File: src/rtl/jk_bank_access_ctrl_if.sv
// Requester, bank and response signals of the shared JK bank controller.
// The controller connects through the slave modport.
interface jk_bank_access_ctrl_if #(
  parameter int WIDTH = 8
);
  logic             req0_valid;
  logic [1:0]       req0_op;
  logic [WIDTH-1:0] req0_data;
  logic             req0_ready;
  logic             req1_valid;
  logic [1:0]       req1_op;
  logic [WIDTH-1:0] req1_data;
  logic             req1_ready;
  logic [WIDTH-1:0] j_vec;
  logic [WIDTH-1:0] k_vec;
  logic             jk_en;
  logic [WIDTH-1:0] bank_q;
  logic             rsp_valid;
  logic             rsp_ready;
  logic             rsp_id;
  logic             rsp_ok;
  logic [WIDTH-1:0] rsp_q;
  logic             busy;

  modport slave (
    input  req0_valid, req0_op, req0_data,
    input  req1_valid, req1_op, req1_data,
    input  bank_q, rsp_ready,
    output req0_ready, req1_ready,
    output j_vec, k_vec, jk_en,
    output rsp_valid, rsp_id, rsp_ok, rsp_q, busy
  );

  modport master (
    output req0_valid, req0_op, req0_data,
    output req1_valid, req1_op, req1_data,
    output bank_q, rsp_ready,
    input  req0_ready, req1_ready,
    input  j_vec, k_vec, jk_en,
    input  rsp_valid, rsp_id, rsp_ok, rsp_q, busy
  );
endinterface

File: src/rtl/jk_bank_access_ctrl.sv
// Round-robin controller sharing one JK flip-flop bank between two requesters:
// translates commands to J/K excitation, pulses the bank once and verifies the readback.
module jk_bank_access_ctrl #(
  parameter int WIDTH = 8
) (
  input logic                   clk,
  input logic                   reset,
  jk_bank_access_ctrl_if.slave  bus
);

  typedef enum logic [1:0] {
    IDLE  = 2'd0,
    APPLY = 2'd1,
    CHECK = 2'd2,
    RESP  = 2'd3
  } state_t;

  localparam logic [1:0] OP_LOAD   = 2'b00;
  localparam logic [1:0] OP_TOGGLE = 2'b01;
  localparam logic [1:0] OP_SET    = 2'b10;
  localparam logic [1:0] OP_CLEAR  = 2'b11;

  state_t           r_state;
  state_t           w_nextState;

  logic [1:0]       r_op;
  logic [WIDTH-1:0] r_data;
  logic             r_id;
  logic             r_lastGrant;
  logic [WIDTH-1:0] r_expected;
  logic [WIDTH-1:0] r_jVec;
  logic [WIDTH-1:0] r_kVec;
  logic             r_jkEn;
  logic             r_rspValid;
  logic             r_rspId;
  logic             r_rspOk;
  logic [WIDTH-1:0] r_rspQ;

  logic             w_grant0;
  logic             w_grant1;
  logic             w_accept;
  logic [1:0]       w_selOp;
  logic [WIDTH-1:0] w_selData;
  logic [WIDTH-1:0] w_jNext;
  logic [WIDTH-1:0] w_kNext;
  logic [WIDTH-1:0] w_expectedNext;

  // On a conflict the requester that did not win last time is served.
  assign w_grant0  = bus.req0_valid & (~bus.req1_valid | r_lastGrant);
  assign w_grant1  = bus.req1_valid & (~bus.req0_valid | ~r_lastGrant);
  assign w_accept  = (r_state == IDLE) & (bus.req0_valid | bus.req1_valid);
  assign w_selOp   = w_grant1 ? bus.req1_op   : bus.req0_op;
  assign w_selData = w_grant1 ? bus.req1_data : bus.req0_data;

  always_comb begin
    w_jNext = '0;
    w_kNext = '0;
    case (w_selOp)
      OP_LOAD: begin
        w_jNext = w_selData;
        w_kNext = ~w_selData;
      end
      OP_TOGGLE: begin
        w_jNext = w_selData;
        w_kNext = w_selData;
      end
      OP_SET: begin
        w_jNext = w_selData;
      end
      default: begin
        w_kNext = w_selData;
      end
    endcase
  end

  // Expected bank value after the pulse, from the pre-update bank sampled in APPLY.
  always_comb begin
    w_expectedNext = bus.bank_q;
    case (r_op)
      OP_LOAD:   w_expectedNext = r_data;
      OP_TOGGLE: w_expectedNext = bus.bank_q ^ r_data;
      OP_SET:    w_expectedNext = bus.bank_q | r_data;
      default:   w_expectedNext = bus.bank_q & ~r_data;
    endcase
  end

  always_ff @(posedge clk) begin
    if (reset) begin
      r_state <= IDLE;
    end else begin
      r_state <= w_nextState;
    end
  end

  always_comb begin
    w_nextState = r_state;
    case (r_state)
      IDLE:    if (w_accept) w_nextState = APPLY;
      APPLY:   w_nextState = CHECK;
      CHECK:   w_nextState = RESP;
      RESP:    if (bus.rsp_ready) w_nextState = IDLE;
      default: w_nextState = IDLE;
    endcase
  end

  always_ff @(posedge clk) begin
    if (reset) begin
      r_op        <= OP_LOAD;
      r_data      <= '0;
      r_id        <= 1'b0;
      r_lastGrant <= 1'b1;
      r_expected  <= '0;
      r_jVec      <= '0;
      r_kVec      <= '0;
      r_jkEn      <= 1'b0;
      r_rspValid  <= 1'b0;
      r_rspId     <= 1'b0;
      r_rspOk     <= 1'b0;
      r_rspQ      <= '0;
    end else begin
      case (r_state)
        IDLE: begin
          if (w_accept) begin
            r_op        <= w_selOp;
            r_data      <= w_selData;
            r_id        <= w_grant1;
            r_lastGrant <= w_grant1;
            r_jVec      <= w_jNext;
            r_kVec      <= w_kNext;
            r_jkEn      <= 1'b1;
          end
        end
        APPLY: begin
          r_jVec     <= '0;
          r_kVec     <= '0;
          r_jkEn     <= 1'b0;
          r_expected <= w_expectedNext;
        end
        CHECK: begin
          r_rspQ     <= bus.bank_q;
          r_rspOk    <= (bus.bank_q == r_expected);
          r_rspId    <= r_id;
          r_rspValid <= 1'b1;
        end
        default: begin
          if (bus.rsp_ready) r_rspValid <= 1'b0;
        end
      endcase
    end
  end

  always_comb begin
    bus.req0_ready = (r_state == IDLE) & w_grant0;
    bus.req1_ready = (r_state == IDLE) & w_grant1;
    bus.busy       = (r_state != IDLE);
    bus.j_vec      = r_jVec;
    bus.k_vec      = r_kVec;
    bus.jk_en      = r_jkEn;
    bus.rsp_valid  = r_rspValid;
    bus.rsp_id     = r_rspId;
    bus.rsp_ok     = r_rspOk;
    bus.rsp_q      = r_rspQ;
  end

endmodule

File: src/flat_wrapper.sv
// flat-port wrapper written by rule: the top's interface ports become plain ports
module jk_bank_access_ctrl_flat 
#(
  parameter int WIDTH = 8
)
  (clk, reset, bus_req0_valid, bus_req0_op, bus_req0_data, bus_req1_valid, bus_req1_op, bus_req1_data, bus_bank_q, bus_rsp_ready, bus_req0_ready, bus_req1_ready, bus_j_vec, bus_k_vec, bus_jk_en, bus_rsp_valid, bus_rsp_id, bus_rsp_ok, bus_rsp_q, bus_busy);
  jk_bank_access_ctrl_if #(.WIDTH(WIDTH)) bus_i ();
  input logic clk;
  input logic reset;
  input wire logic [$bits(bus_i.req0_valid)-1:0] bus_req0_valid;
  input wire logic [$bits(bus_i.req0_op)-1:0] bus_req0_op;
  input wire logic [$bits(bus_i.req0_data)-1:0] bus_req0_data;
  input wire logic [$bits(bus_i.req1_valid)-1:0] bus_req1_valid;
  input wire logic [$bits(bus_i.req1_op)-1:0] bus_req1_op;
  input wire logic [$bits(bus_i.req1_data)-1:0] bus_req1_data;
  input wire logic [$bits(bus_i.bank_q)-1:0] bus_bank_q;
  input wire logic [$bits(bus_i.rsp_ready)-1:0] bus_rsp_ready;
  output wire logic [$bits(bus_i.req0_ready)-1:0] bus_req0_ready;
  output wire logic [$bits(bus_i.req1_ready)-1:0] bus_req1_ready;
  output wire logic [$bits(bus_i.j_vec)-1:0] bus_j_vec;
  output wire logic [$bits(bus_i.k_vec)-1:0] bus_k_vec;
  output wire logic [$bits(bus_i.jk_en)-1:0] bus_jk_en;
  output wire logic [$bits(bus_i.rsp_valid)-1:0] bus_rsp_valid;
  output wire logic [$bits(bus_i.rsp_id)-1:0] bus_rsp_id;
  output wire logic [$bits(bus_i.rsp_ok)-1:0] bus_rsp_ok;
  output wire logic [$bits(bus_i.rsp_q)-1:0] bus_rsp_q;
  output wire logic [$bits(bus_i.busy)-1:0] bus_busy;
  assign bus_i.req0_valid = bus_req0_valid;
  assign bus_i.req0_op = bus_req0_op;
  assign bus_i.req0_data = bus_req0_data;
  assign bus_i.req1_valid = bus_req1_valid;
  assign bus_i.req1_op = bus_req1_op;
  assign bus_i.req1_data = bus_req1_data;
  assign bus_i.bank_q = bus_bank_q;
  assign bus_i.rsp_ready = bus_rsp_ready;
  assign bus_req0_ready = bus_i.req0_ready;
  assign bus_req1_ready = bus_i.req1_ready;
  assign bus_j_vec = bus_i.j_vec;
  assign bus_k_vec = bus_i.k_vec;
  assign bus_jk_en = bus_i.jk_en;
  assign bus_rsp_valid = bus_i.rsp_valid;
  assign bus_rsp_id = bus_i.rsp_id;
  assign bus_rsp_ok = bus_i.rsp_ok;
  assign bus_rsp_q = bus_i.rsp_q;
  assign bus_busy = bus_i.busy;
  jk_bank_access_ctrl #(.WIDTH(WIDTH)) u_core (.clk(clk), .reset(reset), .bus(bus_i));
endmodule
File: config.mk
export PLATFORM = sky130hd
export DESIGN_NAME = jk_bank_access_ctrl_flat
export DESIGN_NICKNAME = d
export VERILOG_FILES = /design/src/rtl/jk_bank_access_ctrl_if.sv /design/src/rtl/jk_bank_access_ctrl.sv /design/src/flat_wrapper.sv
export SDC_FILE = /design/constraint.sdc
export NUM_CORES = 1
export LEC_CHECK = 0
export BUFFER_PORTS_ARGS = -buffer_cell sky130_fd_sc_hd__buf_2
export CAP_MARGIN = 10
export CORE_MARGIN = 10
export CORE_UTILIZATION = 37
export DETAILED_ROUTE_END_ITERATION = 7
export PLACE_DENSITY_LB_ADDON = 0.1
export SYNTH_ARGS = -nofsm -noshare
export SYNTH_HDL_FRONTEND = slang
export SYNTH_SLANG_ARGS = --single-unit
File: constraint.sdc
create_clock -name clk -period 2.99 [get_ports clk]
set_input_delay 0.598 -clock clk [delete_from_list [all_inputs] [get_ports clk]]
set_output_delay 0.598 -clock clk [all_outputs]
set_load 0.05 [all_outputs]
==> results of run 1 <==
## kinds of logic (layout without fill, tap and decap cells)
family,count (synthesis),in the layout,share of synthesized area (%)
and+or+nand+nor,68,68,13.1
AOI/OAI and AO/OA,53,53,15.7
DFF,50,50,36.6
buffers and inverters,46,105,6.73
muxes,34,34,16.1
adders and majority gates,20,20,9.16
xor gates and xnor gates,8,8,2.56
## report_power, final
part	switching [mW]	internal, mW	total (mW)	leakage (nW)
Sequential	0.161	0.854	1.01	0.409
Combinational	0.906	0.549	1.45	1.02
Clock	0.235	0.357	0.591	0.0714
Total	1.30	1.76	3.06	1.50
## metal layers
| metal | GRT usage [%] | vias up |
|---|---|---|
| met1 | 14.4 | 1062 |
| met2 | 22.0 | 42 |
| met4 | 4.35 | 0 |
| li1 | - | 1110 |
| met5 | 0 | - |
| met3 | 3.38 | 5 |
## cell usage after synthesis (all sizes together), types with 3 or more instances
library cell,n,area [µm²]
or3,8,50.1
xor2,4,35.0
ha,20,250
buf,9,45.1
nor3,3,20.0
xnor2,4,35.0
inv,30,113
o2bb2ai,8,70.1
o31ai,8,60.1
mux2i,26,260
a211oi,8,60.1
nand2,5,18.8
nor2,37,149
clkbuf,7,26.3
a21oi,4,20.0
mux4,8,180
nand3,5,30.0
dfxtp,50,1000
a221o,8,80.1
a22o,8,70.1
## worst min-delay path by stage
stage | end | from | slack (ns) | cells past startpoint
finish | u_core.bus.j_vec[5]$_SDFFE_PP0P_ | u_core.bus.j_vec[5]$_SDFFE_PP0P_ | 0.47 | 1
CTS | u_core.bus.j_vec[5]$_SDFFE_PP0P_ | u_core.bus.j_vec[5]$_SDFFE_PP0P_ | 0.47 | 1
detailed placement | u_core.bus.j_vec[5]$_SDFFE_PP0P_ | u_core.bus.j_vec[5]$_SDFFE_PP0P_ | 0.44 | 1
floorplan | u_core.r_id$_SDFFE_PP0P_ | u_core.r_id$_SDFFE_PP0P_ | 0.46 | 2
global placement | u_core.bus.j_vec[1]$_SDFFE_PP0P_ | u_core.bus.j_vec[1]$_SDFFE_PP0P_ | 0.44 | 1
global route | u_core.bus.j_vec[5]$_SDFFE_PP0P_ | u_core.bus.j_vec[5]$_SDFFE_PP0P_ | 0.50 | 1
## through the flow
| stage | instance area [µm²] | worst slack [ns] | cells |
|---|---|---|---|
| detailed placement | 3120 | 0.487 | 428 |
| floorplan | 2730 | 0.500 | 279 |
| finish | 3280 | 0.691 | 437 |
| global route | 3280 | 0.518 | 437 |
| CTS | 3270 | 0.466 | 436 |
| global placement | 3120 | 0.607 | 428 |
## flip-flops by register name (all words and copies together), names as in the netlist
| register | count |
|---|---|
| u_core.bus.rsp_ok | 1 |
| u_core.r_state | 2 |
| u_core.bus.rsp_q | 8 |
| u_core.r_data | 8 |
| u_core.bus.k_vec | 8 |
| u_core.r_op | 2 |
| u_core.bus.rsp_valid | 1 |
| u_core.r_lastGrant | 1 |
| u_core.bus.j_vec | 8 |
| u_core.r_expected | 8 |
| u_core.r_id | 1 |
| u_core.bus.rsp_id | 1 |
| u_core.bus.jk_en | 1 |
## cell type report
cell class                 instances  area (µm²)  share of cell area, %
timing repair buffer              67         349                   10.7
sequential                        50        1000                   30.5
tap                               99         124                   3.78
clock inverter                     2        60.1                   1.83
clock buffer                       6        82.6                   2.52
inverter                          30         113                   3.44
multi-input combinational        183        1550                   47.2
==> metrics, run 1 <==
most frequent cells in the layout=buf_2 (63), dfxtp_1 (50), nor2_1 (35); fillcell total=between 700 and 800; Hold-fix buffers, CTS=0; H-tree levels=2; CTS Buf Count=5; Hold WS=between 0.4 and 0.5 ns; highest routed layer=met4; PD cells=slightly above 900 mW/mm²; port bufs=63; gpl congestion=~0.76; total die area=approximately 0.011 mm²; CTS Sinks=50; DR vias/cell=~5; Horiz. Die Dim=roughly 110 µm; clock transition at the registers of the reported paths=approximately 0.090 ns; Worst R2R Setup Slack=~0.69 ns; Worst path depth=6; end point of the critical path=u_core.bus.k_vec[5]$_SDFFE_PP0P_; largest net degree at the start of global routing=26; highest clock rate=435 MHz; Leak Pwr=1.50 nW; Slew Limit Fails=0; CP endpoint kind=flop; initial core utilization=a little under two fifths; vias in the first global route=around 2,300; Finished Core Util=between 40% and 50%; number of synthesis warnings=0; Yosys cell types=42; syn nets=roughly 330; R2R Path End=u_core.bus.k_vec[5]$_SDFFE_PP0P_; async set-reset flop share out of synthesis=0%; max incr delay on CP=approximately 0.53 ns; post_cts resized=0; Worst R2R Start=u_core.r_state[1]$_SDFFE_PP0P_; wire length on met2=3.44 mm; wire per inst=between 15 and 20 µm; # diodes=0; routed length on met3=around 350 µm; Synth Flop Type=dfxtp_1; reg2reg path depth=6; global route overflow=0; Worst slew margin=about 51%; worst skew pair latency=0.31 ns; Worst path top cell family by delay=simple AND/OR/NAND/NOR gates; Final nets=390; Worst Path Buf+Inv=1; num ports=64; worst path required time=3.25 ns; die height=roughly 110 µm; maximum vdd drop=between 0.3 and 0.4 mV; RSZ-0062 raised after global routing=no; syn avg cell area=between 9 and 10 µm²; first-pass GRT wire length=about 12 mm; share of cells above drive strength 1=27.5%; CTS root buffer=clkbuf_8; Worst Setup Path Type=reg2reg; number of setup buffers added after CTS=0; initial antenna violation count=0; Metal-1 WL=~2.9 mm; commonest non-fill, non-tap cell in the layout=buf_2; GRT Total Usage=about 13%; Setup-failing EPs final=0; Cell Area, Synth=0.00273 mm²; synth-to-layout area growth=19.9%; setup tns final=0 ns; Max stage delay cell, worst path=or3b_4; Final Power=around 3.1 mW; Final Hold Vio Count=0; max cap viols=0; register bit total from synthesis=50; DRC viols=0; crit start category=flop; crit path DAT=between 2 and 3 ns; status=complete, no violations; final WL=approximately 6.8 mm; CP Cell Sequence=inv_1, ha_1, or3b_4, nor4b_4, a22o_1, a221o_1; Setup crit start=u_core.r_state[1]$_SDFFE_PP0P_; number of flops mapped to enable cells by yosys=0; CTS tree=done; Final ANT Viol Nets=0; Syn Inst Count=279; TritonRoute pass-1 iters=4; DR vias=between 2,000 and 2,500; fin crit period=~2.3 ns; CP max FO=11; DP Wirelength=5.16 mm; Worst Max-Slew Pin Slew=0.730 ns; initial drt markers=85; CTS Buffer Depth=2; sequential area share after synthesis=between 30% and 40%; core area=between 0.007 and 0.008 mm²; Tcrit/Tclk final=between 70% and 80%; Worst Hold Class=reg2reg; Rows=31; skew final=between 0.007 and 0.008 ns
(Power assumes the default switching activity.)
==> run 2: changes to the inputs <==
--- a/config.mk
+++ b/config.mk
@@ -5,6 +5,7 @@
 export SDC_FILE = /design/constraint.sdc
 export NUM_CORES = 1
 export LEC_CHECK = 0
+export ABC_AREA = 1
 export BUFFER_PORTS_ARGS = -buffer_cell sky130_fd_sc_hd__buf_2
 export CAP_MARGIN = 10
 export CORE_MARGIN = 10
==> constraint.sdc (replaced) <==
create_clock -name clk -period 2.2 [get_ports clk]
set_input_delay 0.44 -clock clk [delete_from_list [all_inputs] [get_ports clk]]
set_output_delay 0.44 -clock clk [all_outputs]
set_load 0.05 [all_outputs]
==> metrics, run 2 <==
CTS Sinks=50 (unchanged); most frequent cell after synthesis=nand2_1; CTS Buf Count=5 (unchanged); skew final=0.0162 ns (+0.00885 ns); max incr delay on CP=0.34 ns (-0.19 ns); Horiz. Die Dim=109 µm (+2.5%); TritonRoute pass-1 iters=4 (unchanged); syn nets=465 (+40%); crit-path most repeated cell=inv_1; initial antenna violation count=0 (unchanged); H-tree levels=2 (unchanged); number of setup buffers added after CTS=0 (unchanged); maximum vdd drop=0.427 mV (+21%); Worst Setup Path Type=reg2out; post-synth top area share=34.5% (-2.2 points); Synth Flop Type=dfxtp_1; Final Hold Vio Count=0 (unchanged); number of synthesis warnings=0 (unchanged); Worst slew margin=68.5% (+17 points); Hold-fix buffers, CTS=0 (unchanged); Worst Max-Slew Pin Slew=0.472 ns (-0.258 ns); highest clock rate=roughly 500 MHz; CTS root buffer=clkbuf_8; total die area=0.0118 mm² (+5.1%); wire per inst=13.2 µm (-15%); Final nets=524 (+34%); DR vias=2,672 (+20%); Final Power=4.45 mW (+45%); Yosys cell types=28 (-33%); DP Wirelength=5.79 mm (+12%); gpl congestion=0.863 (+13%); initial drt markers=83 (-2.4%); syn avg cell area=7.05 µm² (-28%); worst skew pair latency=0.30 ns (about the same); placed instance area=0.00328 mm² (+4.9%); # diodes=0 (unchanged); status=complete, no violations; final instance area=0.00340 mm² (+3.7%); PD cells=1310 mW/mm² (+40%); num ports=64 (unchanged); dpl cells=566 (+32%); port bufs=63 (unchanged); Syn Inst Count=412 (+48%); Max stage delay cell, worst path=dfxtp_1; share of cells above drive strength 1=26.7% (-0.82 points); Worst R2R Start=u_core.r_state[0]$_SDFFE_PP0P_; DRC viols=0 (unchanged); Tcrit/Tclk final=90.6%; RSZ-0062 raised after global routing=no; fillcell total=861 (+14%); Worst Path Buf+Inv=3 (+2); first-pass GRT wire length=12.9 mm (+11%); Worst path top cell family by delay=buffers and inverters; worst setup margin=0.207 ns (-0.484 ns); CTS tree=done; GRT Total Usage=13.3% (+0.70 points); synth top area cells=dfxtp_1 (34%), nand2_1 (11%), ha_1 (8.6%), a21oi_1 (6.4%), o21ai_0 (6.2%); Slew Limit Fails=0 (unchanged); largest net degree at the start of global routing=30 (+15%); Post-Place Worst Slack=0.433 ns (-0.0539 ns); setup tns final=0 ns (unchanged); DR vias/cell=4.66 (-8.3%); core area=0.00769 mm² (+6.6%); post_cts resized=0 (unchanged); Leak Pwr=1.68 nW (+12%); vias in the first global route=2,712 (+17%); global route overflow=0 (unchanged); Rows=32 (+3.2%); final WL=7.60 mm (+12%); crit path DAT=1.55 ns (-1.00 ns); die height=109 µm (+2.5%); CP endpoint kind=output port; CTS Buffer Depth=2 (unchanged); Worst Hold Class=in2reg; async set-reset flop share out of synthesis=0% (unchanged); Synth area leader=dfxtp_1; sequential area share after synthesis=34.5% (-2.2 points); fin crit period=approximately 2 ns; number of flops mapped to enable cells by yosys=0 (unchanged); commonest non-fill, non-tap cell in the layout=nand2_1; max cap viols=0 (unchanged); CP max FO=6 (-5); Setup-failing EPs final=0 (unchanged); clock transition at the registers of the reported paths=0.09 ns (about the same); HP Start=bus_bank_q[0]; CP Cell Sequence=inv_1, ha_1, inv_1, nor2_1, buf_2; Final ANT Viol Nets=0 (unchanged); register bit total from synthesis=50 (unchanged); Post-synth top cells=nand2_1 (85), dfxtp_1 (50), inv_1 (46); synth-to-layout area growth=16.9%; crit start category=flop; Cell Area, Synth=0.00291 mm² (+6.3%); Non-Filler Instances=574 (+31%); Setup crit start=u_core.r_state[0]$_SDFFE_PP0P_; initial core utilization=37.8% (-0.084 points); worst path required time=1.76 ns (-1.49 ns); most frequent cells in the layout=nand2_1 (85), buf_2 (63), dfxtp_1 (50)
==> run 2: changes by cell type in the layout (fill, tap and decap cells not counted), sizes merged, moves of 19 or more <==
cell	before	now
nand2	5	107
nand3	5	24
a21oi	4	45
mux2i	26	0
inv	30	58
o21ai	2	42
==> run 2: metal layers <==
layer  GRT usage (%)  up-vias  part of all wire [%]
met2            21.3       55                    44
li1                -     1426                     -
met3            4.72        4                   6.7
met1            16.7     1187                    49
met5               0        -                     0
met4            3.20        0                  0.75
==> run 2: path summary, 6_finish.rpt <==
path                                       to  slack, ns  depth (start not counted)
max reg2reg     u_core.r_data[6]$_SDFFE_PP0P_       0.51                          6
max                            bus_req1_ready       0.21                          5
min reg2reg     u_core.bus.jk_en$_SDFFE_PP0P_       0.47                          2
min          u_core.bus.rsp_q[0]$_SDFFE_PP0P_       0.45                          3
==> run 2: final cells by class <==
class | count | area [µm²] | share of cell area, %
Clock buffer | 6 | 82.6 | 2.43
Clock inverter | 2 | 38.8 | 1.14
Inverter | 57 | 214 | 6.30
Multi-Input combinational cell | 290 | 1590 | 46.7
Sequential cell | 50 | 1000 | 29.5
Tap cell | 102 | 128 | 3.76
Timing Repair Buffer | 67 | 345 | 10.2
==> run 2: through the flow <==
step	hold slack (ns)	util [%]
6_report	0.452	44.2
5_1_grt	0.451	44.2
4_1_cts	0.438	44.2
3_5_place_dp	0.466	42.6
3_3_place_gp	0.455	42.6
2_1_floorplan	0.446	-
==> run 2: cells by family after synthesis <==
family | synth area share [%]
compound gates | 17.8
fa+ha+maj | 8.61
buf+inv | 10.9
flops | 34.5
simple gates | 28.3
==> run 2: power breakdown <==
part / total [mW] / internal, mW / leakage, nW / switching (mW)
registers: 1.39 / 1.20 / 0.411 / 0.185
logic: 2.37 / 0.663 / 1.21 / 1.71
clock network: 0.692 / 0.374 / 0.0618 / 0.317
==> run 2: worst register-to-register path, stage by stage (launching register included) <==
cell,delay [ns]
dfxtp_1,0.37
inv_1,0.09
ha_1,0.29
o21ai_2,0.19
inv_1,0.32
o21ai_0,0.26
a21oi_1,0.06
